--- config.mk ---
export PLATFORM = sky130hd
export DESIGN_NAME = pipeline_mem_ctrl
export DESIGN_NICKNAME = d
export VERILOG_FILES = /design/src/rtl/pipeline_pkg.sv /design/src/rtl/load_store_align.sv /design/src/rtl/pipeline_mem_ctrl.sv
export SDC_FILE = /design/constraint.sdc
export NUM_CORES = 1
export LEC_CHECK = 0
export CAP_MARGIN = 20
export CORE_ASPECT_RATIO = 0.5
export CORE_UTILIZATION = 30
export CTS_CLUSTER_DIAMETER = 80
export DETAILED_ROUTE_END_ITERATION = 6
export PLACE_DENSITY = 0.63
export SLEW_MARGIN = 10
export SYNTH_ARGS = -nofsm -noshare
export SYNTH_HDL_FRONTEND = slang
export SYNTH_SLANG_ARGS = --single-unit
--- constraint.sdc ---
create_clock -name clk -period 2.2 [get_ports clk]
set_input_delay 0.44 -clock clk [delete_from_list [all_inputs] [get_ports clk]]
set_output_delay 0.44 -clock clk [all_outputs]
set_load 0.01 [all_outputs]
--- src/rtl/pipeline_pkg.sv ---
// Shared definitions for the memory-access stage: funct3 size codes,
// writeback select encodings, FSM state type and alignment rule.
package pipeline_pkg;

    localparam logic [2:0] F3_LB  = 3'b000;
    localparam logic [2:0] F3_LH  = 3'b001;
    localparam logic [2:0] F3_LW  = 3'b010;
    localparam logic [2:0] F3_LBU = 3'b100;
    localparam logic [2:0] F3_LHU = 3'b101;
    localparam logic [2:0] F3_SB  = 3'b000;
    localparam logic [2:0] F3_SH  = 3'b001;
    localparam logic [2:0] F3_SW  = 3'b010;

    localparam logic [1:0] WB_SEL_ALU = 2'b00;
    localparam logic [1:0] WB_SEL_MEM = 2'b01;
    localparam logic [1:0] WB_SEL_PC4 = 2'b10;

    typedef enum logic {
        S_IDLE,
        S_ACCESS
    } mem_state_t;

    function automatic logic is_misaligned(input logic [1:0] offset, input logic [2:0] funct3);
        logic mis;
        mis = 1'b0;
        case (funct3)
            F3_LH, F3_LHU: mis = offset[0];
            F3_LW:         mis = (offset != 2'b00);
            default:       mis = 1'b0;
        endcase
        return mis;
    endfunction

endpackage

--- src/rtl/load_store_align.sv ---
// Byte-lane alignment: store strobes/replicated data and load extraction
// with sign or zero extension, plus the misalignment flag.
module load_store_align
    import pipeline_pkg::*;
(
    input  logic [1:0]  offset,
    input  logic [2:0]  funct3,
    input  logic [31:0] rs2,
    input  logic [31:0] rdata,
    output logic        misalign,
    output logic [3:0]  wstrb,
    output logic [31:0] wdata,
    output logic [31:0] load_data
);

    logic [31:0] shifted;

    always_comb begin
        misalign = is_misaligned(offset, funct3);
        shifted  = rdata >> {offset, 3'b000};

        wstrb = '0;
        wdata = rs2;
        case (funct3)
            F3_SB: begin
                wstrb = 4'b0001 << offset;
                wdata = {4{rs2[7:0]}};
            end
            F3_SH: begin
                wstrb = 4'b0011 << offset;
                wdata = {2{rs2[15:0]}};
            end
            F3_SW: begin
                wstrb = 4'hF;
                wdata = rs2;
            end
            default: begin
                wstrb = '0;
                wdata = rs2;
            end
        endcase

        case (funct3)
            F3_LB:   load_data = {{24{shifted[7]}}, shifted[7:0]};
            F3_LH:   load_data = {{16{shifted[15]}}, shifted[15:0]};
            F3_LBU:  load_data = {24'h0, shifted[7:0]};
            F3_LHU:  load_data = {16'h0, shifted[15:0]};
            default: load_data = rdata;
        endcase
    end

endmodule

--- src/rtl/pipeline_mem_ctrl.sv ---
// Memory-access stage: EX/MEM register, branch resolution, request/ack
// data-memory port with timeout, and the MEM/WB register.
module pipeline_mem_ctrl
    import pipeline_pkg::*;
#(
    parameter int unsigned TIMEOUT = 16
) (
    input  logic        clk,
    input  logic        rst,
    input  logic        valid_in_MEM,
    input  logic [31:0] ALU_in_MEM,
    input  logic [31:0] Rs2_in_MEM,
    input  logic        zero_in_MEM,
    input  logic [31:0] PC_imm_in_MEM,
    input  logic [31:0] PC4_in_MEM,
    input  logic        Branch_in_MEM,
    input  logic        Jump_in_MEM,
    input  logic        MemRead_in_MEM,
    input  logic        MemWrite_in_MEM,
    input  logic        RegWrite_in_MEM,
    input  logic [1:0]  MemtoReg_in_MEM,
    input  logic [2:0]  funct3_in_MEM,
    input  logic [4:0]  rd_in_MEM,
    output logic        dmem_req,
    output logic        dmem_we,
    output logic [31:0] dmem_addr,
    output logic [31:0] dmem_wdata,
    output logic [3:0]  dmem_wstrb,
    input  logic        dmem_ack,
    input  logic [31:0] dmem_rdata,
    output logic        stall_out,
    output logic        PCSrc_out,
    output logic [31:0] PC_target_out,
    output logic        wb_valid,
    output logic        wb_RegWrite,
    output logic [1:0]  wb_MemtoReg,
    output logic [4:0]  wb_rd,
    output logic [31:0] wb_alu,
    output logic [31:0] wb_mem,
    output logic [31:0] wb_pc4,
    output logic        misalign_out,
    output logic        err_out
);

    localparam int unsigned CW = (TIMEOUT > 2) ? $clog2(TIMEOUT) : 1;

    logic        em_valid, em_zero, em_Branch, em_Jump;
    logic        em_MemRead, em_MemWrite, em_RegWrite;
    logic [31:0] em_ALU, em_Rs2, em_PC_imm, em_PC4;
    logic [1:0]  em_MemtoReg;
    logic [2:0]  em_funct3;
    logic [4:0]  em_rd;

    mem_state_t  state, state_next;
    logic [CW-1:0] tmo_cnt;

    logic        em_misalign;
    logic [3:0]  lane_wstrb;
    logic [31:0] lane_wdata, load_data;
    logic        timeout, advance, capture_valid, capture_access;
    logic        mis_fault, abort;

    load_store_align u_align (
        .offset    (em_ALU[1:0]),
        .funct3    (em_funct3),
        .rs2       (em_Rs2),
        .rdata     (dmem_rdata),
        .misalign  (em_misalign),
        .wstrb     (lane_wstrb),
        .wdata     (lane_wdata),
        .load_data (load_data)
    );

    always_comb begin
        timeout        = (state == S_ACCESS) && (tmo_cnt == CW'(TIMEOUT - 1));
        stall_out      = (state == S_ACCESS) && !dmem_ack && !timeout;
        advance        = !stall_out;
        PCSrc_out      = em_valid & (em_Jump | (em_Branch & em_zero));
        PC_target_out  = em_PC_imm;
        capture_valid  = valid_in_MEM & ~PCSrc_out;
        // Decide ACCESS from the incoming op so the request rises the cycle after capture
        capture_access = capture_valid & (MemRead_in_MEM | MemWrite_in_MEM)
                       & ~is_misaligned(ALU_in_MEM[1:0], funct3_in_MEM);
        mis_fault      = em_valid & (em_MemRead | em_MemWrite) & em_misalign;
        abort          = (state == S_ACCESS) & ~dmem_ack;
    end

    always_ff @(posedge clk) begin
        if (rst) state <= S_IDLE;
        else     state <= state_next;
    end

    always_comb begin
        state_next = state;
        if (advance) state_next = capture_access ? S_ACCESS : S_IDLE;
    end

    always_comb begin
        dmem_req   = (state == S_ACCESS);
        dmem_we    = em_MemWrite;
        dmem_addr  = {em_ALU[31:2], 2'b00};
        dmem_wdata = lane_wdata;
        dmem_wstrb = em_MemWrite ? lane_wstrb : '0;
    end

    always_ff @(posedge clk) begin
        if (rst || advance)          tmo_cnt <= '0;
        else if (state == S_ACCESS)  tmo_cnt <= tmo_cnt + 1'b1;
    end

    always_ff @(posedge clk) begin
        if (rst) begin
            em_valid    <= 1'b0;
            em_ALU      <= '0;
            em_Rs2      <= '0;
            em_zero     <= 1'b0;
            em_PC_imm   <= '0;
            em_PC4      <= '0;
            em_Branch   <= 1'b0;
            em_Jump     <= 1'b0;
            em_MemRead  <= 1'b0;
            em_MemWrite <= 1'b0;
            em_RegWrite <= 1'b0;
            em_MemtoReg <= '0;
            em_funct3   <= '0;
            em_rd       <= '0;
        end else if (advance) begin
            em_valid    <= capture_valid;
            em_ALU      <= ALU_in_MEM;
            em_Rs2      <= Rs2_in_MEM;
            em_zero     <= zero_in_MEM;
            em_PC_imm   <= PC_imm_in_MEM;
            em_PC4      <= PC4_in_MEM;
            em_Branch   <= Branch_in_MEM;
            em_Jump     <= Jump_in_MEM;
            em_MemRead  <= MemRead_in_MEM;
            em_MemWrite <= MemWrite_in_MEM;
            em_RegWrite <= RegWrite_in_MEM;
            em_MemtoReg <= MemtoReg_in_MEM;
            em_funct3   <= funct3_in_MEM;
            em_rd       <= rd_in_MEM;
        end
    end

    always_ff @(posedge clk) begin
        if (rst) begin
            wb_valid     <= 1'b0;
            wb_RegWrite  <= 1'b0;
            wb_MemtoReg  <= '0;
            wb_rd        <= '0;
            wb_alu       <= '0;
            wb_mem       <= '0;
            wb_pc4       <= '0;
            misalign_out <= 1'b0;
            err_out      <= 1'b0;
        end else if (advance) begin
            wb_valid     <= em_valid;
            wb_RegWrite  <= em_valid & em_RegWrite & ~mis_fault & ~abort;
            wb_MemtoReg  <= em_MemtoReg;
            wb_rd        <= em_rd;
            wb_alu       <= em_ALU;
            wb_mem       <= ((state == S_ACCESS) && dmem_ack && em_MemRead) ? load_data : '0;
            wb_pc4       <= em_PC4;
            misalign_out <= mis_fault;
            err_out      <= abort;
        end
    end

endmodule

==> impl_metrics.ini <==
[drt]
wire_per_inst_um = 16.0
ant_nets = 0
drc = 0
drt-pass1-iter-count = 7
drt-total-wl_um = 32700
routed_via_density = 4.59
vias = 9404
first_iter_violations = 816

[floorplanning]
initial_core_util = 0.308
die_x_um = 264
ios = 391
dieArea_um2 = 35000
core_area_um2 = 33300
die_h_um = 133
rows = 47

[final_layout]
area_growth_pct = 48.8
diodes = 0
drive_gt1_frac = 0.102
nets = 1772
final_common_cell = nand2_1
final_cell_mix = 463 x nand2_1, 357 x clkdlybuf4s50_1, 251 x dfxtp_1
utilization = 0.458

[pwr]
vdd_drop_max_v = 0.000419
leakagePower_nw = 5.99
powerDensity_nw_per_um2 = 747

[yosys]
synth_area_um2 = 10300
yosys-top-cells-area = dfxtp_1 50%, nand2_1 17%, a21oi_1 12%
synth_fa_ha_area_frac = 0.00122
ys_ff_latch = 257
synthXorXnorAreaFrac = 0.00341
yosysUniqueCellTypes = 56
syn_inst = 1257
async_flop_share = 0
synth_top_flop_cell = dfxtp_1
ys_warn_count = 0
synth_top_area_share = 0.501
synth-simple-area-share = 0.201
muxShareOfSynthArea = 0.0356
synth_edf_count = 0
synth-compound-area-share = 0.168
synth_area_leader_cell = dfxtp_1
yosysSeqAreaShare = 0.501
synth_top_family_by_area = simple AND/OR/NAND/NOR gates
avgSynthCellArea_um2 = 8.17

[worst_setup_path]
cp_data_arrival_time_ps = 1830
critPathMaxFanout = 4
path_class = register to primary output
path_cells = nor3_4 > clkbuf_16 > mux2_4 > buf_6
endpoint_kind = primary output
startpoint_type = register
cpPeakStageDelay_ps = 370
required_ps = 1760
critPathSlowestCell = dfxtp_4

[global_routing]
use_met1 = 0.224
use_met2 = 0.321
track_usage = 0.180
grt_pass1_wl_um = 50700
grt_max_degree = 173
grt_pass1_vias = 8878
grtUsageMet3 = 0.0359
antenna_found_initial = 0
busiest_layer = met2
grt-ovfl-total = 0

[clock_network]
clockBufferDepth = 3
clock_sinks = 257
clockRootBuffer = clkbuf_16
clk_latency_ps = 550
numCtsBuffers = 25
cts_tree = built
ctsHoldBuffers = 0
clkTransAtPathRegs_ps = 70
htree_levels = 1

[placement]
numPortBuffers = 388
dpl_worst_slack_ps = -194
place_congestion = 0.822
dpl.hpwl_um = 22600

[sta]
rsz0062_at_grt = true
finalClockSkew_ps = 13.3
clock.fmax_ghz = 0.441
fin_crit_sh = 1.03
setup_viol = 9
max_slew.worst_pin.slew_ps = 824
hold_slack_ps = 271
period_needed_ps = 2270
drv_slew = 0
slew_headroom = 0.451
setup_ws_ps = -65.6
fin_tns_setup_ps = -398
hold_violations = 0

[run_status]
status = complete, but fails checks
violations = setup timing

[worst_hold_path]
hp-class = primary input to register

[run]
max_cap_violations = 0
-- synth_stat cells (2+ instances only) --
library cell	number
o221ai_1	2
clkbuf_1	25
o211ai_1	8
nand3_1	3
o2bb2ai_1	2
xnor2_1	2
inv_1	5
buf_4	48
nor2_1	26
a211oi_1	2
nand2_1	463
o2111ai_1	2
xor2_1	2
a222oi_1	6
dfxtp_1	257
nand3b_1	3
buf_6	19
mux2_2	17
o21a_1	2
o21ai_0	17
nor3_1	2
a221o_1	15
buf_2	36
a21oi_1	237
nand2b_1	10
mux2i_1	16
-- logic make-up (layout without fill, tap and decap cells) --
family                     after synthesis  count (layout)
AOI/OAI and AO/OA                      303             303
xor gates and xnor gates                 4               4
adders and majority gates                1               1
buffers and inverters                  137             488
DFF                                    257             257
muxes                                   34              34
other                                    1               2
and+or+nand+nor                        520             520
-- state kept, by name, summed over array words and instances (netlist names), 2 cells and up --
register	cells
PC_target_out	32
em_ALU	32
em_MemtoReg	2
em_PC4	32
em_Rs2	32
em_funct3	3
em_rd	5
tmo_cnt	4
wb_MemtoReg	2
wb_alu	32
wb_mem	32
wb_pc4	32
wb_rd	5
-- power breakdown --
| part | switching, mW | internal [mW] |
|---|---|---|
| sequential | 0.148 | 4.90 |
| clock | 1.94 | 2.73 |
| combinational | 0.770 | 0.941 |
| total | 2.85 | 8.56 |
-- worst max-delay path, delay by kind of cell, from the launching register on --
kind / cells / cell delay, ps
and+or+nand+nor: 1 / 280
muxes: 1 / 300
DFF: 1 / 370
buffers and inverters: 2 / 340
-- final cells by class --
| class | count | area, um^2 |
|---|---|---|
| clock inverter | 10 | 149 |
| fill | 3321 | 18100 |
| multi-input combinational | 864 | 4300 |
| tap | 441 | 552 |
| inverter | 6 | 27.5 |
| clock buffer | 35 | 743 |
| sequential | 257 | 5160 |
| timing repair buffer | 437 | 4340 |
-- routing by layer --
metal  wire length [um]  part of all wire  vias up
met5                  0                 0        -
met2              16700              0.51      195
li1                   -                 -     4793
met4                612             0.019        0
met1              14000              0.43     4374
met3               1420             0.043       42
-- final timing paths --
| kind | slack, ps | depth (start not counted) | from | endpoint |
|---|---|---|---|---|
| setup / recovery | -70 | 4 | em_funct3[1] | dmem_wdata[9] |
| hold / removal | 270 | 3 | rst | wb_RegWrite |
| setup reg to reg | 280 | 8 | tmo_cnt[0] | PC_target_out[12] |
| hold reg to reg | 450 | 2 | wb_alu[6] | wb_alu[6] |
-- timing repair --
action                                  4_1_cts  5_1_grt
cloned                                        1        1
setup buffers                                 9        3
endpoints found under the setup margin       30       26
pin swaps                                     2        2
resized for setup                           125       49
endpoints found under the hold margin         0        0
-- metrics by stage --
stage	power [mW]	instances	cell area (um^2)
finish	11.4	2050	15300
global route	11.9	2050	15300
CTS	11.6	2049	15200
detailed placement	6.81	1994	14200
global placement	6.80	1994	14200
floorplan	5.91	1258	10300
Note: power is estimated with default switching activity, not from simulation.
